## src/rtl/bus_timer_pkg.sv

```systemverilog
// bus_timer_pkg: constants shared by the bus_timer slice.
//   Register offsets (word index, addr[3:2]), CTRL bit positions,
//   MODE encodings, FSM state type and the default register-window base.
package bus_timer_pkg;

    localparam logic [31:0] DEFAULT_BASE_ADDR = 32'h0000_7F00;

    localparam logic [1:0] OFF_CTRL   = 2'd0;
    localparam logic [1:0] OFF_PRESET = 2'd1;
    localparam logic [1:0] OFF_COUNT  = 2'd2;
    localparam logic [1:0] OFF_RSVD   = 2'd3;

    localparam int unsigned CTRL_EN  = 0;
    localparam int unsigned CTRL_IM  = 3;
    localparam int unsigned CTRL_W   = 4;

    localparam logic [1:0] MODE_ONESHOT = 2'd0;
    localparam logic [1:0] MODE_RELOAD  = 2'd1;

    typedef enum logic [1:0] {
        ST_IDLE = 2'd0,
        ST_LOAD = 2'd1,
        ST_CNT  = 2'd2,
        ST_INT  = 2'd3
    } state_e;

    // MODE 2/3 fall back to one-shot, so only the exact reload code reloads.
    function automatic logic is_reload(input logic [CTRL_W-1:0] ctrl);
        return ctrl[2:1] == MODE_RELOAD;
    endfunction

endpackage

```

## src/rtl/bus_timer_bytemerge.sv

```systemverilog
// bus_timer_bytemerge: per-byte write merge.
//   old_i    : current register value
//   new_i    : lane-aligned write data
//   byteen_i : byte lane enables
//   merged_o : old_i with each enabled lane replaced from new_i
module bus_timer_bytemerge (
    input  logic [31:0] old_i,
    input  logic [31:0] new_i,
    input  logic [3:0]  byteen_i,
    output logic [31:0] merged_o
);

    always_comb begin
        merged_o = old_i;
        for (int unsigned i = 0; i < 4; i++) begin
            if (byteen_i[i]) begin
                merged_o[8*i +: 8] = new_i[8*i +: 8];
            end
        end
    end

endmodule

```

## src/rtl/bus_timer.sv

```systemverilog
// bus_timer: memory-mapped down-counting timer on the CPU data bus.
//   clk, reset : clock, synchronous active-high reset
//   addr       : byte address; window selected by addr[31:4]
//   wdata      : lane-aligned write data
//   byteen     : byte enables; any set bit while sel is a write
//   rdata      : combinational read data (0 when not selected)
//   sel        : address falls in the 16-byte window at BASE_ADDR
//   irq        : interrupt request (expiry flag gated by CTRL.IM)
// Optional feature macro BUS_TIMER_PRESCALE_EN turns offset 3 into a
// 16-bit PRESCALE register that slows COUNT decrements.
module bus_timer
    import bus_timer_pkg::*;
#(
    parameter logic [31:0] BASE_ADDR = DEFAULT_BASE_ADDR
) (
    input  logic        clk,
    input  logic        reset,
    input  logic [31:0] addr,
    input  logic [31:0] wdata,
    input  logic [3:0]  byteen,
    output logic [31:0] rdata,
    output logic        sel,
    output logic        irq
);

    state_e              state_q, state_d;
    logic [CTRL_W-1:0]   ctrl_q, ctrl_d;
    logic [31:0]         preset_q, preset_d;
    logic [31:0]         count_q, count_d;
    logic                irq_flag_q, irq_flag_d;
    logic [31:0]         ctrl_merged, preset_merged;
    logic [1:0]          off;
    logic                wr;
    logic                tick;

    assign sel = (addr[31:4] == BASE_ADDR[31:4]);
    assign off = addr[3:2];
    assign wr  = sel && (byteen != '0);
    assign irq = irq_flag_q && ctrl_q[CTRL_IM];

    bus_timer_bytemerge u_ctrl_merge (
        .old_i    ({{(32-CTRL_W){1'b0}}, ctrl_q}),
        .new_i    (wdata),
        .byteen_i (byteen),
        .merged_o (ctrl_merged)
    );

    bus_timer_bytemerge u_preset_merge (
        .old_i    (preset_q),
        .new_i    (wdata),
        .byteen_i (byteen),
        .merged_o (preset_merged)
    );

`ifdef BUS_TIMER_PRESCALE_EN
    logic [15:0] psc_q, psc_d;
    logic [15:0] pcnt_q, pcnt_d;
    logic [31:0] psc_merged;

    bus_timer_bytemerge u_psc_merge (
        .old_i    ({16'b0, psc_q}),
        .new_i    (wdata),
        .byteen_i (byteen),
        .merged_o (psc_merged)
    );

    // >= rather than == so a PRESCALE lowered mid-count cannot strand the
    // counter above it for a full 16-bit wrap.
    assign tick = (pcnt_q >= psc_q);

    logic unused_bits;
    assign unused_bits = ^{addr[1:0], ctrl_merged[31:CTRL_W], psc_merged[31:16]};
`else
    assign tick = 1'b1;

    logic unused_bits;
    assign unused_bits = ^{addr[1:0], ctrl_merged[31:CTRL_W]};
`endif

    always_comb begin
        state_d    = state_q;
        ctrl_d     = ctrl_q;
        preset_d   = preset_q;
        count_d    = count_q;
        irq_flag_d = irq_flag_q;
`ifdef BUS_TIMER_PRESCALE_EN
        psc_d      = psc_q;
        pcnt_d     = pcnt_q;
`endif

        case (state_q)
            ST_IDLE: begin
                if (ctrl_q[CTRL_EN]) state_d = ST_LOAD;
            end
            ST_LOAD: begin
                count_d = preset_q;
`ifdef BUS_TIMER_PRESCALE_EN
                pcnt_d  = '0;
`endif
                state_d = ST_CNT;
            end
            ST_CNT: begin
                if (!ctrl_q[CTRL_EN]) begin
                    state_d = ST_IDLE;
                end else if (tick) begin
`ifdef BUS_TIMER_PRESCALE_EN
                    pcnt_d = '0;
`endif
                    if (count_q > 32'd1) begin
                        count_d = count_q - 32'd1;
                    end else begin
                        // PRESET=0 lands here too, expiring like PRESET=1.
                        count_d    = '0;
                        irq_flag_d = 1'b1;
                        state_d    = ST_INT;
                    end
                end else begin
`ifdef BUS_TIMER_PRESCALE_EN
                    pcnt_d = pcnt_q + 16'd1;
`endif
                end
            end
            ST_INT: begin
                if (is_reload(ctrl_q)) begin
                    irq_flag_d = 1'b0;
                    state_d    = ST_LOAD;
                end else begin
                    ctrl_d[CTRL_EN] = 1'b0;
                    state_d         = ST_IDLE;
                end
            end
            default: state_d = ST_IDLE;
        endcase

        // CPU writes are applied after the FSM so they override its EN clear.
        if (wr) begin
            if (off == OFF_CTRL) begin
                ctrl_d     = ctrl_merged[CTRL_W-1:0];
                irq_flag_d = 1'b0;
            end
            if (off == OFF_PRESET) preset_d = preset_merged;
`ifdef BUS_TIMER_PRESCALE_EN
            if (off == OFF_RSVD) psc_d = psc_merged[15:0];
`endif
        end
    end

    always_ff @(posedge clk) begin
        if (reset) begin
            state_q    <= ST_IDLE;
            ctrl_q     <= '0;
            preset_q   <= '0;
            count_q    <= '0;
            irq_flag_q <= 1'b0;
`ifdef BUS_TIMER_PRESCALE_EN
            psc_q      <= '0;
            pcnt_q     <= '0;
`endif
        end else begin
            state_q    <= state_d;
            ctrl_q     <= ctrl_d;
            preset_q   <= preset_d;
            count_q    <= count_d;
            irq_flag_q <= irq_flag_d;
`ifdef BUS_TIMER_PRESCALE_EN
            psc_q      <= psc_d;
            pcnt_q     <= pcnt_d;
`endif
        end
    end

    always_comb begin
        rdata = '0;
        if (sel) begin
            case (off)
                OFF_CTRL:   rdata = {{(32-CTRL_W){1'b0}}, ctrl_q};
                OFF_PRESET: rdata = preset_q;
                OFF_COUNT:  rdata = count_q;
`ifdef BUS_TIMER_PRESCALE_EN
                default:    rdata = {16'b0, psc_q};
`else
                default:    rdata = '0;
`endif
            endcase
        end
    end

endmodule

```

## config.mk

```make
export PLATFORM = sky130hd
export DESIGN_NAME = bus_timer
export DESIGN_NICKNAME = d
export VERILOG_FILES = /design/src/rtl/bus_timer_pkg.sv /design/src/rtl/bus_timer_bytemerge.sv /design/src/rtl/bus_timer.sv
export SDC_FILE = /design/constraint.sdc
export NUM_CORES = 1
export LEC_CHECK = 0
export BUFFER_PORTS_ARGS = -buffer_cell sky130_fd_sc_hd__buf_2
export CELL_PAD_IN_SITES_DETAIL_PLACEMENT = 2
export CELL_PAD_IN_SITES_GLOBAL_PLACEMENT = 2
export CORE_UTILIZATION = 37
export CTS_BUF_LIST = sky130_fd_sc_hd__clkbuf_8
export DETAILED_ROUTE_END_ITERATION = 10
export PLACE_DENSITY = 0.91
export SYNTH_ARGS = -nofsm -noshare
export SYNTH_HDL_FRONTEND = slang
export SYNTH_HIERARCHICAL = 1
export SYNTH_SLANG_ARGS = --single-unit
```

## constraint.sdc

```tcl
create_clock -name clk -period 6.4 [get_ports clk]
set_clock_uncertainty 0.05 [all_clocks]
set_input_delay 1.28 -clock clk [delete_from_list [all_inputs] [get_ports clk]]
set_output_delay 1.28 -clock clk [all_outputs]
set_load 0.05 [all_outputs]
```

# Word level (Yosys, flattened, before mapping)
# Index checks and enable logic that the tools add are counted.
[totals]
inputBits = 70
latchBits = 0
word_cells = 56
ff_bits = 71
output_inout_bits = 34
rom_bits = 0
ramBits = 0
mem_count = 0
[classes]
div_mod_pow = 0
bitwise_logic = 0
n_addsub = 1
n_reduce_logical = 13
n_eq_ne = 11
multipliers = 0
muxes = 21
shift = 0
magnitude_cmp = 1
[ops]
columns = ["operator", "n"]
rows = [
  ["32-bit 2-to-1 mux", 3],
  ["32-bit case mux with 3 select lines", 1],
  ["32-bit case mux with 2 select lines", 1],
  ["32-bit by 1-bit > comparator with 1-bit output (second input constant)", 1],
  ["32-bit by 1-bit subtractor with 32-bit output (second input constant)", 1],
  ["28-bit by 11-bit == test with 1-bit output (second input constant)", 1],
  ["3-bit AND reduction", 5],
  ["1-bit 2-to-1 mux", 11],
  ["2-bit case mux with 4 select lines", 1],
  ["2-bit by 1-bit == test with 1-bit output (second input constant)", 3],
  ["2-bit == test (second input constant)", 3],
  ["2-bit 2-to-1 mux", 3],
  ["3-bit != test (second input constant)", 2],
  ["2-bit logical NOT", 2],
  ["2-bit != test (second input constant)", 2],
  ["2-bit AND reduction", 2],
  ["4-bit nonzero test", 1],
  ["1-bit logical AND", 2],
  ["1-bit case mux with 2 select lines", 1],
  ["2-bit nonzero test", 1],
]

# Longest topological paths before layout
[logic_depth]
ltp_word = 6
mapped_depth = 8
depth_no_buf = 7

# By module
# Netlist, hierarchy kept.
[modules_own_cells]
columns = ["mod", "seq_area_each_um2", "n_inst", "area_per_inst_um2", "cells_per_inst"]
rows = [
  ["bus_timer", 1421.4, 1, 4315.4, 545],
  ["bus_timer_bytemerge", 0.0, 2, 525.5, 36],
]

# Worst setup path before layout
# No wires, ideal clock.
[synth_timing]
kind = "input-to-output"
from = "input port addr[17]"
to = "output port rdata[10]"
t_arrival_ps = 3073
path_slack_ps = 1997
path_buffers = 2
stages = 6
required_ps = 5070
cell_sequence = "nor4b_1 nand4_1 or2_2 clkbuf_1 clkbuf_1 nor2_1"
[synth_via]
elab_chain_cells = 2
[synth_lines]
columns = ["item", "line", "rtl"]
rows = [
  ["start, declared", "bus_timer.sv:18", "input logic [31:0] addr,"],
  ["28-bit by 11-bit == test with 1-bit output", "bus_timer.sv:36", "assign sel = (addr[31:4] == BASE_ADDR[31:4]);"],
  ["32-bit 2-to-1 mux", "bus_timer.sv:174", "if (sel) begin"],
  ["end, declared", "bus_timer.sv:21", "output logic [31:0] rdata,"],
]
# Every way passes these cells.

# Worst setup path in the final report
[layout_timing]
from = "input port addr[15]"
to = "output port rdata[16]"
# The elaborated chain is that of the path after synthesis.

==> results.json <==
{
  "status": "finished, final reports clean",
  "grt_max_degree": 51,
  "synthCells": 585,
  "ff2ff_setup_slack_ps": 2980,
  "detail_route.wirelength_um": 19100,
  "worst_hold_slack_ps": 505,
  "worstPathRequired_ps": 5070,
  "slew_headroom": 0.134,
  "final_max_slew_viol_count": 0,
  "row_count": 41,
  "avgSynthCellArea_um2": 8.39,
  "drive_above_1_share": 0.275,
  "portBuffers": 101,
  "drc": 0,
  "grt_pass1_wl_um": 29900,
  "cts_made_buffers": 9,
  "synth.yosys.warnings": 6,
  "clkSinkCount": 71,
  "ios": 104,
  "gr-usage-all-layers": 0.290,
  "fin_ws_ps": 1830,
  "ant_nets": 0,
  "num-nets-final": 726,
  "arrival_ps": 3240,
  "period_needed_ps": 4570,
  "worstSetupEndpointType": "output port",
  "clockRootBuffer": "clkbuf_8",
  "cts.clk_slew.worst_paths_ps": 80,
  "p_per_area_mw_per_mm2": 155,
  "syn_to_final_growth_pct": 14.1,
  "syn-cell-area_mm2": 0.00491,
  "drt_first_pass_iters": 4,
  "nFillCells": 1479,
  "r2r-start": "state_q[1]",
  "fp.coreArea_mm2": 0.0128,
  "peakVddDrop_mv": 0.0596,
  "r2r_cells": 4,
  "ff_latch_area_mm2": 0.00142,
  "startpoint_type": "primary input",
  "die-height_um": 117,
  "vias_per_cell": 6.05,
  "grt-ovfl-total": 0,
  "cts_max_level": 3,
  "hold_viol": 0,
  "start_util": 0.384,
  "cts-resized-gates": 0,
  "rsz0062_at_grt": "false",
  "critPathKind": "in2out",
  "p_leak_uw": 0.00223,
  "pre_cts_slack_ps": 1930,
  "insertion_delay_ps": 370,
  "num_antenna_cells": 0,
  "tightest_slew_ps": 1290,
  "setup_tns_ps": 0,
  "synth_fp_nets": 657,
  "gp_congestion": 0.774,
  "drv_cap": 0,
  "cts_tree": "done",
  "post_cts_buffers": 0,
  "cp_max_fo": 34,
  "multi_input_area_mm2": 0.00318,
  "holdPathStages": 2,
  "wl_per_cell_um": 23.0,
  "min_from": "preset_q[19]",
  "drt-initial-drc-count": 173,
  "whs_endpoint": "preset_q[19]",
  "dp_hpwl_um": 13200,
  "clock_path_buffers": 2,
  "antenna_found_initial": 0,
  "rr_endpoint": "count_q[31]",
  "grt_pass1_vias": 5566,
  "vias": 5024,
  "finalSetupViolCount": 0,
  "period_share": 0.714,
  "hold_buffers": 0,
  "fp.dieW_um": 117,
  "max_freq_ghz": 0.219,
  "fp.dieArea_mm2": 0.0137,
  "hold_class": "reg2reg"
}
power breakdown:
group          switching [uW]  internal, uW
Sequential        0.000000291           441
Combinational            37.7          38.0
Clock                     184           167
Total                     222           646
stage by stage:
stage / total power (uW) / instances / cell area, um2 / util
3_3_place_gp: 523 / 815 / 5420 / 0.425
6_report: 868 / 830 / 5600 / 0.438
5_1_grt: 892 / 830 / 5600 / 0.438
2_1_floorplan: 497 / 585 / 4910 / -
3_5_place_dp: 527 / 815 / 5420 / 0.425
4_1_cts: 871 / 830 / 5600 / 0.438
final cells by class:
| cell class | count | share of cell area |
|---|---|---|
| multi-input combinational | 454 | 0.568 |
| tap | 172 | 0.0384 |
| inverter | 10 | 0.00670 |
| clock inverter | 3 | 0.00201 |
| timing repair buffer | 108 | 0.102 |
| clock buffer | 12 | 0.0295 |
| sequential | 71 | 0.254 |
state kept, by name, summed over array words and instances, names as in the netlist:
signal      cells
ctrl_q          4
preset_q       32
state_q         2
count_q        32
irq_flag_q      1
routing by layer:
metal / GRT usage / vias to the layer above / wire length [um]
met5: 0 / - / 0
met3: 0.0381 / 43 / 548
met2: 0.535 / 121 / 9980
li1: - / 2297 / -
met4: 0.148 / 0 / 569
met1: 0.324 / 2563 / 7960
how the worst max path moves through the flow:
stage	start	end	slack, ps	depth (start not counted)
after floorplan	addr[17]	rdata[10]	2000	6
after global placement	addr[5]	rdata[14]	2040	6
after detailed placement	addr[15]	rdata[12]	1930	6
after CTS	addr[15]	rdata[16]	1820	6
after global routing	addr[15]	rdata[16]	1730	6
final	addr[15]	rdata[16]	1830	6
layout by cell type (no fill, tap or decap), drive strengths merged, types with 6 or more instances in the layout:
cell,count
nor2,113
buf,108
dfxtp,71
mux2i,40
mux2,36
a22oi,29
a21oi,28
o21ai,28
nand2,22
a211oi,19
nor4,15
inv,13
clkbuf,12
nand4,11
nand3,11
nor3,10
or3,8
a21o,6
critical path: stages:
cell and delay [ps]:
buf_2 100, nor4bb_1 360, nand4_1 260, or2_2 670, nor2_1 270, buf_2 300
Note: power is estimated with default switching activity, not from simulation.
